### config.mk
export PLATFORM = sky130hd
export DESIGN_NAME = softmax_attention_seq_flat
export DESIGN_NICKNAME = d
export VERILOG_FILES = /design/src/rtl/softmax_seq_pkg.sv /design/src/rtl/softmax_attention_seq_if.sv /design/src/rtl/seq_divider_restoring.sv /design/src/rtl/softmax_attention_seq.sv /design/src/flat_wrapper.sv
export SDC_FILE = /design/constraint.sdc
export NUM_CORES = 1
export LEC_CHECK = 0
export ABC_CLOCK_PERIOD_IN_PS = 8550
export BUFFER_PORTS_ARGS = -buffer_cell sky130_fd_sc_hd__buf_2
export CORE_MARGIN = 2
export CORE_UTILIZATION = 63
export CTS_BUF_LIST = sky130_fd_sc_hd__clkbuf_8
export DETAILED_ROUTE_END_ITERATION = 16
export PLACE_DENSITY = 0.8
export SYNTH_ARGS = -nofsm -noshare
export SYNTH_HDL_FRONTEND = slang
export SYNTH_SLANG_ARGS = --single-unit
### constraint.sdc
create_clock -name clk -period 8.55 [get_ports clk]
set_input_delay 0 -clock clk [delete_from_list [all_inputs] [get_ports clk]]
set_output_delay 0 -clock clk [all_outputs]
set_load 0.005 [all_outputs]
### src/rtl/softmax_seq_pkg.sv
// Shared definitions for the sequential softmax attention block.
//   state_t  : controller states
//   idx_w    : width of a token index for N tokens
//   sum_w    : width of the exp accumulator for N tokens
//   exp_neg  : 8-bit exp(-d) approximation, 255 >> d[7:5]
package softmax_seq_pkg;

  typedef enum logic [2:0] {
    S_IDLE,
    S_DOT,
    S_EXP,
    S_DIV,
    S_OUT
  } state_t;

  function automatic int unsigned idx_w(input int unsigned n);
    return (n > 1) ? $clog2(n) : 1;
  endfunction

  function automatic int unsigned sum_w(input int unsigned n);
    return 8 + $clog2(n) + 1;
  endfunction

  function automatic logic [7:0] exp_neg(input logic [7:0] d);
    return 8'd255 >> d[7:5];
  endfunction

endpackage

### src/rtl/softmax_attention_seq_if.sv
// Transaction interface of softmax_attention_seq.
//   Request  : valid_in/ready_in, q_sel, q_bus, k_bus (token i at [i*WIDTH +: WIDTH])
//   Response : valid_out/ready_out, winner, score_bus (token i at [i*SCORE_W +: SCORE_W])
//   Status   : busy
//   slave modport is the block, master modport is the requester.
interface softmax_attention_seq_if #(
  parameter int unsigned N       = 4,
  parameter int unsigned WIDTH   = 8,
  parameter int unsigned SCORE_W = 8
) ();

  localparam int unsigned IDX_W = softmax_seq_pkg::idx_w(N);

  logic                   valid_in;
  logic                   ready_in;
  logic [IDX_W-1:0]       q_sel;
  logic [N*WIDTH-1:0]     q_bus;
  logic [N*WIDTH-1:0]     k_bus;
  logic                   valid_out;
  logic                   ready_out;
  logic [IDX_W-1:0]       winner;
  logic [N*SCORE_W-1:0]   score_bus;
  logic                   busy;

  modport slave (
    input  valid_in, q_sel, q_bus, k_bus, ready_out,
    output ready_in, valid_out, winner, score_bus, busy
  );

  modport master (
    output valid_in, q_sel, q_bus, k_bus, ready_out,
    input  ready_in, valid_out, winner, score_bus, busy
  );

endinterface

### src/rtl/seq_divider_restoring.sv
// Serial restoring divider producing a Q_W-bit quotient in Q_W cycles.
//   start : load num/den (one cycle), iterations follow on the next Q_W edges
//   num   : dividend, must satisfy num < den * 2^Q_W
//   den   : divisor, non-zero
//   done  : high during the cycle whose edge completes the last iteration
//   quo   : quotient, valid while done is high
module seq_divider_restoring #(
  parameter int unsigned NUM_W = 16,
  parameter int unsigned DEN_W = 11,
  parameter int unsigned Q_W   = 8
) (
  input  logic             clk,
  input  logic             rst_n,
  input  logic             start,
  input  logic [NUM_W-1:0] num,
  input  logic [DEN_W-1:0] den,
  output logic             done,
  output logic [Q_W-1:0]   quo
);

  localparam int unsigned CNT_W = $clog2(Q_W + 1);

  logic [DEN_W-1:0] rem;
  logic [DEN_W-1:0] den_r;
  logic [Q_W-1:0]   q_sh;
  logic [CNT_W-1:0] cnt;
  logic             running;

  logic [DEN_W:0]   trial;
  logic             fits;
  logic [DEN_W-1:0] rem_next;
  logic [Q_W-1:0]   q_next;

  // Because the quotient fits Q_W bits, num >> Q_W is already below den and
  // can seed the remainder; only the low Q_W dividend bits need iterating.
  // q_sh shifts dividend bits out of its MSB and quotient bits into its LSB.
  always_comb begin
    trial    = {rem, q_sh[Q_W-1]};
    fits     = (trial >= {1'b0, den_r});
    rem_next = fits ? DEN_W'(trial - {1'b0, den_r}) : trial[DEN_W-1:0];
    q_next   = (q_sh << 1) | Q_W'(fits);
  end

  assign done = running && (cnt == CNT_W'(1));
  assign quo  = q_next;

  always_ff @(posedge clk or negedge rst_n) begin
    if (!rst_n) begin
      rem     <= '0;
      den_r   <= '0;
      q_sh    <= '0;
      cnt     <= '0;
      running <= 1'b0;
    end else if (start) begin
      rem     <= DEN_W'(num >> Q_W);
      den_r   <= den;
      q_sh    <= num[Q_W-1:0];
      cnt     <= CNT_W'(Q_W);
      running <= 1'b1;
    end else if (running) begin
      rem     <= rem_next;
      q_sh    <= q_next;
      cnt     <= cnt - CNT_W'(1);
      if (cnt == CNT_W'(1)) running <= 1'b0;
    end
  end

endmodule

### src/rtl/softmax_attention_seq.sv
// Resource-shared softmax attention over N tokens.
//   clk, rst_n : clock, asynchronous active-low reset
//   bus        : slave side of softmax_attention_seq_if (request, response, busy)
// One query element (q_bus[q_sel]) is multiplied with each key on a single
// multiplier (DOT), max-subtracted exp approximations are summed (EXP), and
// each score e_i*(2^SCORE_W-1)/sum is produced by a serial divider (DIV).
// Result and argmax winner are held in OUT until accepted.
module softmax_attention_seq
  import softmax_seq_pkg::*;
#(
  parameter int unsigned N       = 4,
  parameter int unsigned WIDTH   = 8,
  parameter int unsigned SCORE_W = 8,
  parameter int unsigned SHIFT   = 0
) (
  input  logic                    clk,
  input  logic                    rst_n,
  softmax_attention_seq_if.slave  bus
);

  localparam int unsigned IDX_W = idx_w(N);
  localparam int unsigned SUM_W = sum_w(N);
  localparam int unsigned DOT_W = 2 * WIDTH;
  localparam int unsigned NUM_W = 8 + SCORE_W;
  localparam logic [IDX_W-1:0] LAST = IDX_W'(N - 1);

  state_t state, state_next;

  logic [WIDTH-1:0]   q_arr [N];
  logic [WIDTH-1:0]   qv;
  logic [WIDTH-1:0]   k_r [N];
  logic [DOT_W-1:0]   dot_r [N];
  logic [DOT_W-1:0]   max_dot;
  logic [IDX_W-1:0]   winner_r;
  logic [IDX_W-1:0]   idx;
  logic [7:0]         e_r [N];
  logic [SUM_W-1:0]   sum_r;
  logic               launch;
  logic [SCORE_W-1:0] score_r [N];

  logic               accept;
  logic               last_idx;
  logic               ready_in_c, busy_c, valid_out_c;
  logic [DOT_W-1:0]   prod;
  logic [DOT_W-1:0]   diff;
  logic [7:0]         d_sat;
  logic [7:0]         e_cur;
  logic               div_start;
  logic               div_done;
  logic [NUM_W-1:0]   div_num;
  logic [SCORE_W-1:0] div_quo;

  always_comb begin
    for (int unsigned i = 0; i < N; i++) q_arr[i] = bus.q_bus[i*WIDTH +: WIDTH];
  end

  assign last_idx = (idx == LAST);
  assign prod     = DOT_W'(qv) * DOT_W'(k_r[idx]);
  assign diff     = (max_dot - dot_r[idx]) >> SHIFT;
  assign d_sat    = (diff > DOT_W'(255)) ? 8'd255 : diff[7:0];
  assign e_cur    = exp_neg(d_sat);
  assign div_num  = (NUM_W'(e_r[idx]) << SCORE_W) - NUM_W'(e_r[idx]);

  seq_divider_restoring #(
    .NUM_W (NUM_W),
    .DEN_W (SUM_W),
    .Q_W   (SCORE_W)
  ) u_div (
    .clk   (clk),
    .rst_n (rst_n),
    .start (div_start),
    .num   (div_num),
    .den   (sum_r),
    .done  (div_done),
    .quo   (div_quo)
  );

  always_ff @(posedge clk or negedge rst_n) begin
    if (!rst_n) state <= S_IDLE;
    else        state <= state_next;
  end

  // DIV alternates a launch cycle with SCORE_W iteration cycles; the divider's
  // done/quo are combinational so the score is captured on the edge that
  // completes the last iteration, keeping each token at SCORE_W+1 cycles.
  always_comb begin
    state_next  = state;
    accept      = 1'b0;
    div_start   = 1'b0;
    ready_in_c  = 1'b0;
    busy_c      = 1'b1;
    valid_out_c = 1'b0;
    case (state)
      S_IDLE: begin
        ready_in_c = 1'b1;
        busy_c     = 1'b0;
        if (bus.valid_in) begin
          accept     = 1'b1;
          state_next = S_DOT;
        end
      end
      S_DOT: if (last_idx) state_next = S_EXP;
      S_EXP: if (last_idx) state_next = S_DIV;
      S_DIV: begin
        div_start = launch;
        if (!launch && div_done && last_idx) state_next = S_OUT;
      end
      S_OUT: begin
        valid_out_c = 1'b1;
        if (bus.ready_out) state_next = S_IDLE;
      end
      default: state_next = S_IDLE;
    endcase
  end

  always_ff @(posedge clk or negedge rst_n) begin
    if (!rst_n) begin
      qv       <= '0;
      max_dot  <= '0;
      winner_r <= '0;
      idx      <= '0;
      sum_r    <= '0;
      launch   <= 1'b0;
      for (int unsigned i = 0; i < N; i++) begin
        k_r[i]     <= '0;
        dot_r[i]   <= '0;
        e_r[i]     <= '0;
        score_r[i] <= '0;
      end
    end else begin
      case (state)
        S_IDLE: if (accept) begin
          qv       <= q_arr[bus.q_sel];
          for (int unsigned i = 0; i < N; i++) k_r[i] <= bus.k_bus[i*WIDTH +: WIDTH];
          idx      <= '0;
          max_dot  <= '0;
          winner_r <= '0;
          sum_r    <= '0;
        end
        S_DOT: begin
          dot_r[idx] <= prod;
          // strict compare keeps the lowest index on ties
          if (idx == '0 || prod > max_dot) begin
            max_dot  <= prod;
            winner_r <= idx;
          end
          idx <= last_idx ? '0 : idx + 1'b1;
        end
        S_EXP: begin
          e_r[idx] <= e_cur;
          sum_r    <= sum_r + SUM_W'(e_cur);
          idx      <= last_idx ? '0 : idx + 1'b1;
          if (last_idx) launch <= 1'b1;
        end
        S_DIV: begin
          if (launch) begin
            launch <= 1'b0;
          end else if (div_done) begin
            score_r[idx] <= div_quo;
            if (!last_idx) begin
              idx    <= idx + 1'b1;
              launch <= 1'b1;
            end
          end
        end
        default: ;
      endcase
    end
  end

  always_comb begin
    bus.score_bus = '0;
    for (int unsigned i = 0; i < N; i++) bus.score_bus[i*SCORE_W +: SCORE_W] = score_r[i];
  end

  assign bus.ready_in  = ready_in_c;
  assign bus.busy      = busy_c;
  assign bus.valid_out = valid_out_c;
  assign bus.winner    = winner_r;

endmodule

### src/flat_wrapper.sv
// flat-port wrapper written by rule: the top's interface ports become plain ports
module softmax_attention_seq_flat import softmax_seq_pkg::*;
#(
  parameter int unsigned N       = 4,
  parameter int unsigned WIDTH   = 8,
  parameter int unsigned SCORE_W = 8,
  parameter int unsigned SHIFT   = 0
)
  (clk, rst_n, bus_valid_in, bus_q_sel, bus_q_bus, bus_k_bus, bus_ready_out, bus_ready_in, bus_valid_out, bus_winner, bus_score_bus, bus_busy);
  softmax_attention_seq_if #(.N(N), .WIDTH(WIDTH), .SCORE_W(SCORE_W)) bus_i ();
  input  logic clk;
  input  logic rst_n;
  input wire logic [$bits(bus_i.valid_in)-1:0] bus_valid_in;
  input wire logic [$bits(bus_i.q_sel)-1:0] bus_q_sel;
  input wire logic [$bits(bus_i.q_bus)-1:0] bus_q_bus;
  input wire logic [$bits(bus_i.k_bus)-1:0] bus_k_bus;
  input wire logic [$bits(bus_i.ready_out)-1:0] bus_ready_out;
  output wire logic [$bits(bus_i.ready_in)-1:0] bus_ready_in;
  output wire logic [$bits(bus_i.valid_out)-1:0] bus_valid_out;
  output wire logic [$bits(bus_i.winner)-1:0] bus_winner;
  output wire logic [$bits(bus_i.score_bus)-1:0] bus_score_bus;
  output wire logic [$bits(bus_i.busy)-1:0] bus_busy;
  assign bus_i.valid_in = bus_valid_in;
  assign bus_i.q_sel = bus_q_sel;
  assign bus_i.q_bus = bus_q_bus;
  assign bus_i.k_bus = bus_k_bus;
  assign bus_i.ready_out = bus_ready_out;
  assign bus_ready_in = bus_i.ready_in;
  assign bus_valid_out = bus_i.valid_out;
  assign bus_winner = bus_i.winner;
  assign bus_score_bus = bus_i.score_bus;
  assign bus_busy = bus_i.busy;
  softmax_attention_seq #(.N(N), .WIDTH(WIDTH), .SCORE_W(SCORE_W), .SHIFT(SHIFT)) u_core (.clk(clk), .rst_n(rst_n), .bus(bus_i));
endmodule
==> results.tsv <==
metric	value	unit
status	complete, no violations	
drt pass-1 iters	5	
grt met2 use	48.3	%
Yosys Warn Count	0	
RePlAce Congestion	0.877	
Routed Antenna Nets	0	
crit-path max FO	18	
layout cells sized above 1	20.1	%
Post-synth EDFFs	0	
Final TNS setup	0	ns
die area	0.0244	mm²
initial core utilization	64.4	%
hold crit path type	in -> async	
register area	0.00596	mm²
worst reg-to-reg setup slack	0.66	ns
initial DRC count	825	
Distinct cells, synth	65	
crit path time final	7.89	ns
Commonest cells post-synth	dfrtp_1, nand2_1, inv_1, o21ai_0, ha_1	
vias	11300	
Critical Path Source	u_core.idx[0]	
Max Cap Violations	0	
cell taking the most area after synthesis	dfrtp_1	
Critical Path RT	9.00	ns
Slew Limit Fails	0	
startpoint types	flop	
top-level I/O count	107	
Top FF cell, synth	dfrtp_1	
Final Non-Filler Cells	1867	
Multi-input gate area	0.00795	mm²
fin nets	1756	
first-pass GRT wire length	57700	µm
Fin Clk Skew	0.0226	ns
syn nets	1599	
Cells after Synth	1398	
clk root buf	clkbuf_8	
drt wl/cell	19.0	µm
Relative slew margins	24.6	%
Die Y	156	µm
cell row count	55	
unrepaired setup endpoints after global routing	no	
#FFs+latches synth	238	
worst setup path end	u_core.max_dot[10]	
CTS buffer count	41	
Bufs on Longest Clock Path	3	
P&R area growth vs syn	14.3	%
share of the synthesized area in the top cell type	40.8	%
kind of critical path	reg -> reg	
CTS tree	yes	
GRT Total Usage	30.0	%
Total Wirelength	35500	µm
Fmax achieved	0.127	GHz
initial antenna violation count	1	
period utilization	92.3	%
H-tree depth	2	
top-count cell post-synth	dfrtp_1	
worst r2r src	u_core.idx[0]	
clk_lat worst skew	0.55	ns
Async SR Flop Fraction	100	%
WP data arrival	8.34	ns
DP Area	0.0154	mm²
Via density	6.04	
worst reg2reg endpoint	u_core.max_dot[10]	
filler cell count	1568	
# resized after CTS	0	
Final HPWL DP	24400	µm
final instance area	0.0167	mm²
Layout Utilization	73.6	%
GRT busiest layer	met2	
R2R cell count	26	
GR Layer Usage met3	5.65	%
Core ar.	0.0227	mm²
width of the die	156	µm
Slew @ Worst Pin	1.13	ns
largest net degree at the start of global routing	103	
# DRC	0	
cell count after placement	1746	
vias in the first global route	11300	
Synth area leaders	dfrtp_1, ha_1, mux2_2	
Mean Syn Cell Area	10.5	µm²
Fin. Hold Viols	0	
clk slew on worst S/H paths	0.07	ns
Port-buffer cells	106	
sequential fraction of the synthesis area	40.8	%
Mapped Area	0.0146	mm²
grt ovf	0	
Worst setup EP type	flop	
CTS Sinks	238	
met1 usage	41.6	%
# setup viols final	0	
registers in the layout, indices dropped and copies added (netlist names):
name / count
u_core.sum_r: 11
u_core.bus.winner: 2
u_core.e_r: 32
u_core.bus.score_bus: 32
u_core.max_dot: 16
u_core.u_div.rem: 11
u_core.u_div.den_r: 11
u_core.qv: 8
u_core.dot_r: 64
u_core.k_r: 32
u_core.u_div.cnt: 4
u_core.state: 3
u_core.u_div.q_sh: 8
u_core.idx: 2
u_core.launch: 1
u_core.u_div.running: 1
worst min path at each step:
stage	startpoint	slack, ns	to	cells after the start
2_1_floorplan	rst_n	-0.30	u_core.bus.score_bus[0]	0
3_3_place_gp	rst_n	0.1	u_core.bus.score_bus[28]	1
3_5_place_dp	rst_n	0.1	u_core.bus.score_bus[12]	1
4_1_cts	rst_n	0.12	u_core.u_div.q_sh[4]	2
5_1_grt	rst_n	0.16	u_core.bus.score_bus[12]	2
6_report	rst_n	0.1	u_core.u_div.q_sh[4]	2
area by class of cell:
class	count	share of cell area [%]
multi-input combinational	975	47.6
sequential	238	35.7
timing repair buffer	167	6.74
clock buffer	52	4.28
inverter	132	2.97
tap	285	2.13
clock inverter	17	0.622
antenna	1	0.0150
worst max-delay path, cell delays in order (launching register included):
cell      delay, ns
dfrtp_2        0.76
mux4_2         0.68
and2_1         0.22
fa_1           0.53
fa_1           0.56
fa_1           0.57
inv_1          0.06
fa_1           0.52
inv_1          0.05
ha_1           0.25
nor3_1         0.21
o21ai_0        0.13
a31oi_1        0.26
nor2b_1        0.09
o21a_1         0.19
nor2_1         0.16
xor2_1         0.36
inv_1          0.11
ha_1           0.30
nand2_1        0.07
nor2_1         0.10
nand3_1        0.10
a211oi_1       0.25
nor3_1         0.11
nor2_2         0.63
buf_4          0.31
mux2i_1        0.20
placed cells by master, fill, tap and decap left out, drive strengths merged, types with 2 or more instances in the layout:
cell         Yosys  final
a31oi            8      8
mux4            40     40
nand3b           5      5
o21ai          133    133
nor4             4      4
mux2            89     89
and3             7      7
mux2i           31     31
a211oi          12     12
o31ai           16     16
clkbuf          40     52
ha              92     92
xnor2           22     22
xor2            18     18
clkinv           0      4
nor3b            2      2
nor2b           15     15
o22ai            2      2
nand3           19     19
and4             3      3
fa              39     39
o21bai           6      6
a21oi           46     46
inv            132    143
o32ai            2      2
nand2          167    167
o2111ai          3      3
o211ai           8      8
or3              6      6
nand4            9      9
nor2            41     41
nor3            24     24
a21o            12     12
o21a            11     11
dlygate4sd3      0     51
dfrtp          238    238
a2111oi          3      3
buf             13    116
nand2b          11     11
and2            53     53
metrics by stage:
step	hold slack, ns	setup slack (ns)
after global placement	0.0951	1.10
after global routing	0.160	0.177
after CTS	0.124	0.779
after floorplan	-0.296	1.22
final	0.0969	0.655
after detailed placement	0.0980	0.858
per-layer routing:
metal  up-vias  share of wire (%)
li1       5185                  -
met1      5576                 43
met2       424                 47
met3        85                7.0
met4         0                2.6
met5         -                  0
logic make-up (layout without fill, tap and decap cells):
group / after synthesis / after routing / share of synthesized area (%)
XOR/XNOR: 40 / 40 / 2.45
other: 0 / 1 / 0
multiplexers: 160 / 160 / 15.1
flip-flops: 238 / 238 / 40.8
adder cells (fa/ha/maj): 131 / 131 / 13.2
AND/OR/NAND/NOR: 370 / 370 / 12.2
AO/OA/AOI/OAI: 274 / 274 / 11.3
buffers and inverters: 185 / 368 / 4.89
timing repair:
action                                  4_1_cts  5_1_grt
buffers inserted                              0        0
hold buffers                                 51        0
endpoints found under the setup margin        0        0
endpoints found under the hold margin       147        0
Power is left out: the tool's default activity adds up to more than one toggle a clock period on the data nets, which glitch-free logic cannot reach.
